--- src/rtl/serial_comp_nbit.sv ---
// ============================================================================
//  Module   : serial_comp_nbit
//  Brief    : Bit-serial MSB-first magnitude comparator (signed/unsigned),
//             reporting l/e/g with a one-cycle done pulse.
//  Revision : 1.0 - initial release
// ============================================================================
`default_nettype none

module serial_comp_nbit #(
    parameter int WIDTH      = 8,
    parameter int EARLY_EXIT = 1
) (
    input  logic             clk,
    input  logic             rst_n,
    input  logic             start,
    input  logic [WIDTH-1:0] a,
    input  logic [WIDTH-1:0] b,
    input  logic             signed_mode,
    output logic             busy,
    output logic             done,
    output logic             l,
    output logic             e,
    output logic             g
);

    localparam int              c_IW    = $clog2(WIDTH);
    localparam logic [c_IW-1:0] c_MSB   = c_IW'(WIDTH - 1);
    localparam logic            c_EARLY = (EARLY_EXIT != 0);

    localparam logic [0:0] c_IDLE = 1'b0;
    localparam logic [0:0] c_RUN  = 1'b1;

    logic [0:0]       r_state;
    logic [WIDTH-1:0] r_a;
    logic [WIDTH-1:0] r_b;
    logic             r_s;
    logic [c_IW-1:0]  r_idx;
    logic             r_dl;
    logic             r_dg;
    logic             r_done;
    logic             r_l;
    logic             r_e;
    logic             r_g;

    logic w_bit_a;
    logic w_bit_b;
    logic w_inv;
    logic w_open;
    logic w_set_l;
    logic w_set_g;
    logic w_dl;
    logic w_dg;
    logic w_resolve;

    assign w_bit_a = r_a[r_idx];
    assign w_bit_b = r_b[r_idx];
    // The sign bit carries negative weight in two's complement, so its verdict flips.
    assign w_inv   = r_s && (r_idx == c_MSB);
    assign w_open  = !r_dl && !r_dg;
    assign w_set_g = w_open && (w_inv ? (!w_bit_a && w_bit_b) : (w_bit_a && !w_bit_b));
    assign w_set_l = w_open && (w_inv ? (w_bit_a && !w_bit_b) : (!w_bit_a && w_bit_b));
    assign w_dl    = r_dl | w_set_l;
    assign w_dg    = r_dg | w_set_g;
    assign w_resolve = (r_idx == '0) || (c_EARLY && (w_set_l || w_set_g));

    always_ff @(posedge clk or negedge rst_n) begin
        if (!rst_n) begin
            r_state <= c_IDLE;
            r_a     <= '0;
            r_b     <= '0;
            r_s     <= 1'b0;
            r_idx   <= '0;
            r_dl    <= 1'b0;
            r_dg    <= 1'b0;
            r_done  <= 1'b0;
            r_l     <= 1'b0;
            r_e     <= 1'b0;
            r_g     <= 1'b0;
        end else begin
            r_done <= 1'b0;
            case (r_state)
                c_IDLE: begin
                    if (start) begin
                        r_a     <= a;
                        r_b     <= b;
                        r_s     <= signed_mode;
                        r_idx   <= c_MSB;
                        r_dl    <= 1'b0;
                        r_dg    <= 1'b0;
                        r_state <= c_RUN;
                    end
                end
                c_RUN: begin
                    r_dl <= w_dl;
                    r_dg <= w_dg;
                    if (w_resolve) begin
                        r_l     <= w_dl;
                        r_g     <= w_dg;
                        r_e     <= !(w_dl || w_dg);
                        r_done  <= 1'b1;
                        r_state <= c_IDLE;
                    end else begin
                        r_idx <= r_idx - 1'b1;
                    end
                end
                default: r_state <= c_IDLE;
            endcase
        end
    end

    assign busy = (r_state == c_RUN);
    assign done = r_done;
    assign l    = r_l;
    assign e    = r_e;
    assign g    = r_g;

endmodule

`default_nettype wire

--- config.mk ---
export PLATFORM = sky130hd
export DESIGN_NAME = serial_comp_nbit
export DESIGN_NICKNAME = d
export VERILOG_FILES = /design/src/rtl/serial_comp_nbit.sv
export SDC_FILE = /design/constraint.sdc
export NUM_CORES = 1
export LEC_CHECK = 0
export CORE_ASPECT_RATIO = 1.75
export CORE_MARGIN = 1.5
export CORE_UTILIZATION = 30
export DETAILED_ROUTE_END_ITERATION = 12
export GPL_TIMING_DRIVEN = 0
export PLACE_DENSITY = 0.5
export SETUP_SLACK_MARGIN = 0.15
export SYNTH_ARGS = -nofsm -noshare
export SYNTH_HDL_FRONTEND = slang
export SYNTH_SLANG_ARGS = --single-unit
--- constraint.sdc ---
create_clock -name clk -period 3.5 [get_ports clk]
set_input_delay 0.35 -clock clk [delete_from_list [all_inputs] [get_ports clk]]
set_output_delay 0.35 -clock clk [all_outputs]
set_load 0.02 [all_outputs]
* Word-level counts from Yosys, hierarchy flattened
Cells that the tools add are included.
** Word-level totals
- Flip-flop bits (word level) :: 27
- Input port bits :: 20
- Output and inout bits :: 5
- Word-level logic and storage cells :: 54
** Operators by class
- Add/subtract/negate cells :: 1
- Magnitude comparators :: 1
- Eq/ne operators :: 3
- Mux-type cells :: 17
- Bitwise gates (word level) :: 3
- Reduce and logical (&&, ||, !) cells :: 18
** Operator list (count)
- $mux W1 :: 9
- $bmux W1 S3 :: 2
- $logic_and A1 B1 Y1 :: 6
- $mux W3 :: 2
- $pmux W1 S2 :: 3
- $pmux W3 S2 :: 1
- $reduce_and A2 Y1 :: 3
- $logic_not A1 Y1 :: 5
- $lt A3 B4 Y1 const B :: 1
- $ne A2 B2 Y1 const B :: 2
- $eq A3 B3 Y1 const B :: 1
- $logic_not A3 Y1 :: 1
- $logic_or A1 B1 Y1 :: 3
- $sub A3 B1 Y3 const B :: 1
- $or A1 B1 Y1 :: 2
- $not A1 Y1 :: 1

* Depth between registers and ports, before layout
Gate-level depths: netlist of run 1.
- Depth after elaboration :: 10
- Mapped depth :: 8
- Depth with buffers taken out :: 6

* Worst setup path after synthesis of run 1
No wires, ideal clock.
- Kind :: register to register
- From :: register r_idx[0]
- To :: register r_e (netlist: e)
- Setup time :: 125 ps
- Data arrival time :: 2069 ps
- Required time :: 3375 ps
- Setup slack :: 1305 ps
- Cell stages (with the launch flop) :: 8
- Path buffers :: 2
- Clock period less this slack :: 2195 ps
- Cell sequence :: dfrtp_1 buf_6 mux4_1 mux2_2 xnor2_2 a31o_1 buf_6 mux2_4
** Between the ends
- Cells in the longest elaborated chain, start to end :: 9
- Elaborated cells between the ends (all ways) :: 22
- Those cells by class :: eq/ne: 1; mux: 6; bitwise: 2; reduce/logical: 13
** RTL lines
- start, declared :: RTL line 37 : logic [c_IW-1:0] r_idx;
- start signal, assigned :: RTL line 87 : r_idx <= c_MSB;
- start signal, assigned :: RTL line 103 : r_idx <= r_idx - 1'b1;
- $bmux W1 S3 (on tied branches) :: RTL line 55, 56
- $mux W1 (on tied branches) :: RTL line 55, 56
- $logic_not A1 Y1 :: RTL line 60, 61
- $logic_and A1 B1 Y1 :: RTL line 60, 61
- $mux W1 (on tied branches) :: RTL line 61, 60
- $logic_and A1 B1 Y1 (on tied branches) :: RTL line 61, 60
- $or A1 B1 Y1, or another cell as far along :: RTL line 62 : assign w_dl = r_dl | w_set_l;
- $logic_or A1 B1 Y1 (on tied branches) :: RTL line 99, 64
- $logic_not A1 Y1 or $reduce_and A2 Y1 (tied branches)
- end signal, assigned :: RTL line 99 : r_e <= !(w_dl || w_dg);
- end, declared :: RTL line 42 : logic r_e;
Parallel ways exist; a longest one is shown, timed or not. The select of a mux whose other input is x is not followed.
A chain may end at the register's enable or synchronous reset.

* Final worst setup path of run 1
Same ends and word-level chain as after synthesis.

==> results of run 1 <==
logic make-up (layout without fill, tap and decap cells):
family          Yosys count  in the layout  synth area share
fa+ha+maj                 3              3            0.0285
mux                      28             28             0.292
xor+xnor                  1              1            0.0123
buf+inv                  12             40            0.0465
flops                    27             27             0.513
simple gates             16             16            0.0551
compound gates           11             11            0.0522
worst max-delay path, cell delays in order, from the launching register on:
cell	delay [ps]
dfrtp_1	380
buf_6	140
mux4_1	540
mux2_2	330
xnor2_2	220
a31o_1	190
buf_6	130
mux2_4	300
worst paths after layout:
| check | startpoint | end | depth (start not counted) |
|---|---|---|---|
| hold / removal | rst_n | done | 1 |
| max in group asynchronous | rst_n | r_b[2] | 1 |
| min in group clk | r_b[1] | r_b[1] | 1 |
| hold reg to reg | r_b[1] | r_b[1] | 1 |
| setup reg to reg | r_idx[0] | e | 7 |
| setup / recovery | r_idx[0] | e | 7 |
through the flow:
step                setup WS, ps  cells  total power (µW)  cell area, µm²
finish                      1160    175              1620            1660
global route                1020    175              1760            1660
CTS                         1130    175              1650            1670
floorplan                   1310     98              1240            1320
global placement             855    171              1430            1620
detailed placement           834    171              1470            1620
state kept, by name, indices dropped and copies added (netlist names):
signal,flops
busy,1
done,1
e,1
g,1
l,1
r_a,8
r_b,8
r_dg,1
r_dl,1
r_idx,3
r_s,1
cell type report:
type,count,share of cell area
clock buffer,3,0.0249
tap,49,0.0369
clock inverter,1,0.00301
inverter,7,0.0158
multi-input combinational,59,0.350
buffer,5,0.0211
timing repair buffer,24,0.142
sequential,27,0.407
Yosys cell counts:
library cell  number
mux4_1             4
nand2b_1           1
a311oi_1           1
nand2_1            1
dfrtp_1           27
o21ai_0            1
mux2i_4            1
clkbuf_1           2
a221oi_1           1
mux2i_1            4
mux2_4             1
and2_2             1
o22ai_1            1
buf_6              2
xnor2_2            1
nor4_1             1
nor3_1             1
a31oi_1            1
a31o_1             1
nand3_1            2
inv_1              7
nor2_1             9
ha_1               3
a21oi_1            5
mux2_2            18
buf_2              1
power groups by stage:
stage | clock [µW] | combinational, µW | sequential (µW)
after detailed placement | 0 | 895 | 574
after global placement | 0 | 866 | 567
after global routing | 202 | 973 | 589
final | 177 | 881 | 565
after floorplan | 0 | 670 | 574
after CTS | 185 | 896 | 568
layer usage:
metal / up-vias / GRT usage
met2: 16 / 0.214
met1: 423 / 0.125
met5: - / 0
met4: 0 / 0.0577
met3: 2 / 0.0199
li1: 405 / -
==> metrics.cfg, run 1 <==
[outcome]
status = finished, final reports clean

[detailed_routing]
wl_met2_um = 1410
route.met3.wl_um = 80
drt_iter0_drc = 14
ant_nets = 0
top_layer_used = met4
wl_per_cell_um = 14.3
met1_length_um = 976
vias = 846
wl_um = 2500
drt-vias-per-instance = 4.83
drc = 0
first_pass_iters = 4

[finish]
final_common_cell = dfrtp_1
nNetsFinal = 150
area_growth_pct = 26.0
fin_util = 0.396
drive_above_1_share = 0.238
mostFrequentLayoutCells = 27 x dfrtp_1, 23 x clkdlybuf4s50_1, 18 x mux2_2, 9 x nor2_1, 7 x inv_1
nFillCells = 409
antenna_cells = 0
layout.area.seq_um2 = 676
multiInputGateArea_um2 = 581

[worst_setup_path]
crit_fanout = 6
end_kind = flip-flop
arrival_ps = 2510
critPathRequiredTime_ps = 3660
critical_path_class = reg -> reg
worst_setup_path_start_kind = flip-flop
rrSetupSlack_ps = 1160

[grt]
track_usage = 0.119
grt_pass1_vias = 937
antenna_found_initial = 0
grt_max_degree = 28
grt_overflow = 0
grt_pass1_wl_um = 4190

[die]
die_x_um = 53.1
row_count = 31
fp.dieH_um = 90.7
core-area_um2 = 4190
dieArea_um2 = 4810
initial_utilization = 0.315
pin_count = 25

[cts]
clockRootBuffer = clkbuf_8
clkTransAtPathRegs_ps = 90
cts_setup_buffers = 0
clk-insertion-delay-late_ps = 270
clock_path_buffers = 2
cts.sink_count = 27
cts_made_buffers = 3
cts_tree = yes
cts_hold_buffers = 0
cts.repair.resized = 0
htree_levels = 1

[power]
cellLeakagePower_uw = 0.000713
seq_power_share = 0.348
clkPwrFrac = 0.109
swShare = 0.363
p_comb_frac = 0.543
p_switching_uw = 589
p_int_uw = 1030
p_per_area_nw_per_um2 = 978
ir_drop_mv = 0.556

[synthesis]
syn_nets = 121
avgSynthCellArea_um2 = 13.4
synth_area_leaders = dfrtp_1 51%, mux2_2 15%, mux4_1 8.0%
yosys_register_bits = 27
synth_area_leader_cell = dfrtp_1
synth_top_area_share = 0.513
synthDistinctLibCells = 26
yosys_warnings = 0
synthCells = 98
syn_area_um2 = 1320
seq_area_frac_synth = 0.513

[sta]
hold_viol = 0
tightest_slew_ps = 852
worst_hold_slack_ps = 70.6
setup_tns_ps = 0
drv_slew = 0
finalSetupViolCount = 0
timing.final.crit_period_ps = 2340
relSlewSlack = 0.430
fmax_mhz = 427
clock_skew_ps = 4.94
finalCritPeriodShare = 0.669
rsz0062_at_grt = false

[min_path]
worst_hold_path_type = in -> async

[place]
dp_hpwl_um = 1910
portBuffers = 24
place_congestion = 0.687

[flow_run]
drv_cap = 0

Power figures use the tool's default switching activity.
==> run 2, diff against run 1 <==
--- a/config.mk
+++ b/config.mk
@@ -10,7 +10,7 @@
 export CORE_UTILIZATION = 30
 export DETAILED_ROUTE_END_ITERATION = 12
 export GPL_TIMING_DRIVEN = 0
-export PLACE_DENSITY = 0.5
+export PLACE_DENSITY = 0.52
 export SETUP_SLACK_MARGIN = 0.15
 export SYNTH_ARGS = -nofsm -noshare
 export SYNTH_HDL_FRONTEND = slang
==> constraint.sdc (replaced) <==
create_clock -name clk -period 2.1 [get_ports clk]
set_input_delay 0.21 -clock clk [delete_from_list [all_inputs] [get_ports clk]]
set_output_delay 0.21 -clock clk [all_outputs]
set_load 0.02 [all_outputs]
==> run 2 against run 1 <==
Net effect: highest routed layer unchanged; total power grew 110%; largest cell class unchanged; hold slack gained 410 ps; core utilization grew 3.2 points; the flow now finishes with violations (setup timing); critical endpoint unchanged; register-to-register slack lost 1300 ps; combinational power grew 150%; clock power grew 68%; via count grew 3.0%.
==> metrics.cfg, run 2 (synthesis gave the netlist of run 1 again) <==
[outcome]
status = finished, violations left
violations = setup timing

[detailed_routing]
drt_iter0_drc = 9  ; -5
ant_nets = 0  ; unchanged
drt-vias-per-instance = 4.76  ; -1.5%
wl_um = 2560  ; +2.4%
vias = 871  ; +3.0%
drc = 0  ; unchanged
wl_per_cell_um = 14.0  ; -2.1%
first_pass_iters = 2  ; -2

[sta]
worst_slack_ps = -102  ; -1260 ps
rsz0062_at_grt = true
timing.final.crit_period_ps = 2200  ; -139 ps
fmax_mhz = 454  ; +6.3%
drv_slew = 0  ; unchanged
relSlewSlack = 0.582  ; +0.152
finalCritPeriodShare = 1.05  ; +0.380
setup_tns_ps = -317  ; -317 ps
tightest_slew_ps = 628  ; -225 ps
finalSetupViolCount = 4  ; +4
hold_viol = 0  ; unchanged
clock_skew_ps = 4.16  ; -0.781 ps
worst_hold_slack_ps = 477  ; +407 ps

[die]
core-area_um2 = 4190  ; unchanged
row_count = 31  ; unchanged
die_x_um = 53.1  ; unchanged
dieArea_um2 = 4810  ; unchanged
pin_count = 25  ; unchanged
initial_utilization = 0.315  ; unchanged
fp.dieH_um = 90.7  ; unchanged

[place]
portBuffers = 24  ; unchanged
place_inst = 171  ; unchanged
dp_slack_ps = -461  ; -1290 ps
place_congestion = 0.651  ; -5.2%
dp_hpwl_um = 1850  ; -3.1%

[finish]
mostFrequentLayoutCells = 27 x dfrtp_1, 23 x clkdlybuf4s50_1, 17 x mux2_2, 8 x nor2_1, 7 x inv_1
multiInputGateArea_um2 = 646  ; +11%
reg_top3 = r_a (8), r_b (8), r_idx (3)
antenna_cells = 0  ; unchanged
layout.area.seq_um2 = 676  ; unchanged
nFillCells = 400  ; -2.2%
stdcell_count = 183  ; +4.6%
drive_above_1_share = 0.366  ; +0.128
final_common_cell = dfrtp_1
nNetsFinal = 158  ; +5.3%
area_growth_pct = 36.1

[grt]
grt_max_degree = 28  ; unchanged
track_usage = 0.120  ; +0.00156
grt_pass1_wl_um = 4260  ; +1.6%
grt_pass1_vias = 928  ; -0.96%
antenna_found_initial = 0  ; unchanged
grt_overflow = 0  ; unchanged

[cts]
cts.sink_count = 27  ; unchanged
clk-insertion-delay-late_ps = 270  ; about the same
htree_levels = 1  ; unchanged
cts_tree = yes
clkTransAtPathRegs_ps = 90  ; about the same
clock_path_buffers = 2  ; unchanged
clockRootBuffer = clkbuf_8
cts_made_buffers = 3  ; unchanged

[worst_setup_path]
crit_family = multiplexers
path_cells = buf_6, mux4_2, mux2_4, xnor2_4, a31o_1, buf_6, mux2_4
crit_fanout = 5  ; -1
end_kind = flip-flop
r2r_end = e
cp_num_buf_inv = 2  ; unchanged
slowest_stage = mux4_2
arrival_ps = 2370  ; -140 ps
crit-reg2reg-launch = r_idx[0]
startpoint = r_idx[0]
worst_setup_path_start_kind = flip-flop
critPathMaxStageDelay_ps = 500  ; -40 ps
rrSetupSlack_ps = -100  ; -1260 ps
critical_path_class = reg -> reg
critPathRequiredTime_ps = 2260  ; -1400 ps
crit_end = e
r2r_cells = 7  ; unchanged
path_depth = 7  ; unchanged

[power]
seq_power_share = 0.279  ; -0.069
total_power_uw = 3410  ; +110%
clkPwrFrac = 0.087  ; -0.022
p_per_area_nw_per_um2 = 1900  ; +95%
ir_drop_mv = 1.13  ; +100%
swShare = 0.365  ; +0.00220
p_switching_uw = 1250  ; +110%
p_int_uw = 2170  ; +110%
p_comb_frac = 0.634  ; +0.091
cellLeakagePower_uw = 0.000757  ; +6.2%

[flow_run]
drv_cap = 0  ; unchanged

[min_path]
worst_hold_path_type = in -> async

## run 2: cell count changes in the layout (fill, tap and decap cells not counted), sizes merged
cell,delta
buf,+7
dlygate4sd3,+1
## run 2: routing by layer
layer	vias up	routed length (µm)	track usage
met5	-	0	0
li1	423	-	-
met1	425	1050	0.138
met2	18	1360	0.203
met3	5	87	0.0199
met4	0	60	0.0641
## run 2: worst min path at each step
stage                     endpoint  cells past startpoint
after floorplan               busy                      0
after global placement      r_b[7]                      1
after detailed placement    r_b[7]                      1
after CTS                   r_a[6]                      1
after global routing        r_a[7]                      2
final                       r_b[4]                      2
## run 2: layout make-up
type / instances / share of cell area
Inverter: 7 / 0.0147
Clock buffer: 3 / 0.0230
Tap cell: 49 / 0.0342
Buffer: 5 / 0.0202
Multi-Input combinational cell: 59 / 0.360
Timing Repair Buffer: 32 / 0.168
Clock inverter: 1 / 0.00279
Sequential cell: 27 / 0.377
## run 2: repair_timing
item                       4_1_cts  5_1_grt
pin swaps                        4        5
gates resized for setup          3        9
hold endpoints to repair         0       27
buffers inserted                 5        2
cloned                           0        0
setup endpoints to repair       18       18
hold buffers                     0        1
## run 2: through the flow
stage	area, µm²	utilization
final	1790	0.428
after global routing	1790	0.428
after global placement	1630	0.389
after detailed placement	1630	0.389
after floorplan	1330	-
after CTS	1720	0.411
## run 2: power by group through the flow
stage	clock network, µW	registers, µW	logic, µW
global placement	0	954	1610
floorplan	0	966	1270
global route	339	984	2320
detailed placement	0	966	1640
CTS	311	953	1850
finish	298	951	2160
==> run 3, diff against run 2 <==
--- a/config.mk
+++ b/config.mk
@@ -9,9 +9,9 @@
 export CORE_MARGIN = 1.5
 export CORE_UTILIZATION = 30
 export DETAILED_ROUTE_END_ITERATION = 12
-export GPL_TIMING_DRIVEN = 0
 export PLACE_DENSITY = 0.52
-export SETUP_SLACK_MARGIN = 0.15
+export SETUP_SLACK_MARGIN = 0.2
+export SLEW_MARGIN = 30
 export SYNTH_ARGS = -nofsm -noshare
 export SYNTH_HDL_FRONTEND = slang
 export SYNTH_SLANG_ARGS = --single-unit
==> run 3 against run 2 <==
Net effect: the flow now finishes without violations; combinational power fell by 8%; hold slack got worse by 180 ps; clock skew barely moved; sequential power rose by 8%; flip-flop and latch count did not move; die area did not move; critical path type unchanged; largest cell class unchanged.
==> metrics.cfg, run 3 (synthesis gave the netlist of run 1 again) <==
[worst_setup_path]
crit_fanout = 5  ; unchanged
worst_setup_path_start_kind = flip-flop
arrival_ps = 2240  ; -130 ps
r2r_end = e
rrSetupSlack_ps = 30  ; +130 ps
critical_path_class = reg -> reg
critPathRequiredTime_ps = 2270  ; about the same
r2r_cells = 5  ; -2
end_kind = flip-flop
crit-reg2reg-launch = r_idx[0]

[outcome]
status = finished, final reports clean

[die]
row_count = 31  ; unchanged
initial_utilization = 0.315  ; unchanged
pin_count = 25  ; unchanged
core-area_um2 = 4190  ; unchanged
dieArea_um2 = 4810  ; unchanged
die_x_um = 53.1  ; unchanged
fp.dieH_um = 90.7  ; unchanged

[cts]
htree_levels = 1  ; unchanged
cts.sink_count = 27  ; unchanged
clockRootBuffer = clkbuf_8
cts_tree = yes
cts_made_buffers = 3  ; unchanged
clock_path_buffers = 2  ; unchanged
clkTransAtPathRegs_ps = 100  ; about the same
cts_hold_buffers = 0  ; unchanged
clk-insertion-delay-late_ps = 280  ; about the same

[min_path]
worst_hold_path_type = in -> async

[grt]
grt_overflow = 0  ; unchanged
track_usage = 0.128  ; +0.00772
grt_max_degree = 28  ; unchanged
antenna_found_initial = 0  ; unchanged
grt_pass1_wl_um = 4450  ; +4.5%
grt_pass1_vias = 1010  ; +8.8%

[finish]
area_growth_pct = 35.6
mostFrequentLayoutCells = 26 x dfrtp_1, 24 x clkdlybuf4s50_1, 17 x mux2_2
drive_above_1_share = 0.374  ; +0.00837
stdcell_count = 180  ; -1.6%
final_common_cell = dfrtp_1
antenna_cells = 0  ; unchanged
reg_top3 = r_a (8), r_b (8), r_idx (3)
nNetsFinal = 155  ; -1.9%

[sta]
relSlewSlack = 0.772  ; +0.190
finalCritPeriodShare = 0.986  ; -0.0627
worst_hold_slack_ps = 299  ; -178 ps
rsz0062_at_grt = true
hold_viol = 0  ; unchanged
clock_skew_ps = 4.54  ; +0.376 ps
setup_tns_ps = 0  ; +317 ps
timing.final.crit_period_ps = 2070  ; -132 ps
drv_slew = 0  ; unchanged
tightest_slew_ps = 342  ; -285 ps
fmax_mhz = 483  ; +6.4%
finalSetupViolCount = 0  ; -4

[detailed_routing]
drc = 0  ; unchanged
vias = 876  ; +0.57%
wl_um = 2610  ; +1.9%
drt_iter0_drc = 13  ; +4
ant_nets = 0  ; unchanged
first_pass_iters = 4  ; +2
wl_per_cell_um = 14.5  ; +3.6%
drt-vias-per-instance = 4.87  ; +2.3%

[flow_run]
drv_cap = 0  ; unchanged

[power]
p_per_area_nw_per_um2 = 1860  ; -2.1%
ir_drop_mv = 0.832  ; -26%
cellLeakagePower_uw = 0.000744  ; -1.7%

[place]
portBuffers = 24  ; unchanged
dp_hpwl_um = 1960  ; +6.1%
place_inst = 174  ; +1.8%
place_congestion = 0.680  ; +4.4%

[run 3: power by group]
part	switching (µW)	total (µW)	internal [µW]
Clock	169	304	135
Combinational	810	1990	1180
Sequential	244	1030	789
Total	1220	3330	2110
[run 3: per-stage QoR]
step | setup slack (ps) | power, µW | utilization | area, µm²
finish | 30.0 | 3330 | 0.427 | 1790
floorplan | -58.4 | 2240 | - | 1330
global placement | -46.2 | 2660 | 0.396 | 1660
CTS | 10.3 | 3050 | 0.410 | 1720
global route | -43.1 | 3580 | 0.427 | 1790
detailed placement | -64.1 | 2700 | 0.396 | 1660
[run 3: per-layer routing]
layer	routed length [µm]	vias to the layer above	global-route usage
met5	0	-	0
met4	68	0	0.0812
met3	67	4	0.0166
met2	1530	18	0.229
met1	945	445	0.130
li1	-	409	-
[run 3: worst max path at each step]
| stage | startpoint | endpoint | slack [ps] | cells after the start |
|---|---|---|---|---|
| after floorplan | r_idx[0] | e | -60 | 7 |
| after global placement | r_idx[0] | e | -50 | 5 |
| after detailed placement | r_idx[0] | e | -60 | 5 |
| after CTS | r_idx[0] | e | 10 | 5 |
| after global routing | r_idx[0] | e | -40 | 5 |
| final | r_idx[0] | e | 30 | 5 |
[run 3: area by class of cell]
cell class | instances | area, µm²
Inverter | 7 | 26.3
Clock inverter | 1 | 7.51
Tap cell | 49 | 61.3
Timing Repair Buffer | 34 | 327
Clock buffer | 3 | 41.3
Multi-Input combinational cell | 59 | 647
Fill cell | 406 | 2400
Sequential cell | 27 | 677
[run 3: critical path, stage by stage, from the launching register on]
cell	delay, ps
dfrtp_2	460
mux4_2	510
mux2_4	320
xnor2_4	140
a31o_4	250
mux2_4	290
[run 3: repair_timing]
item	in CTS	in global routing
buffers inserted	1	1
setup endpoints to repair	10	10
hold endpoints to repair	0	0
pin swaps	1	5
resized for setup	1	12
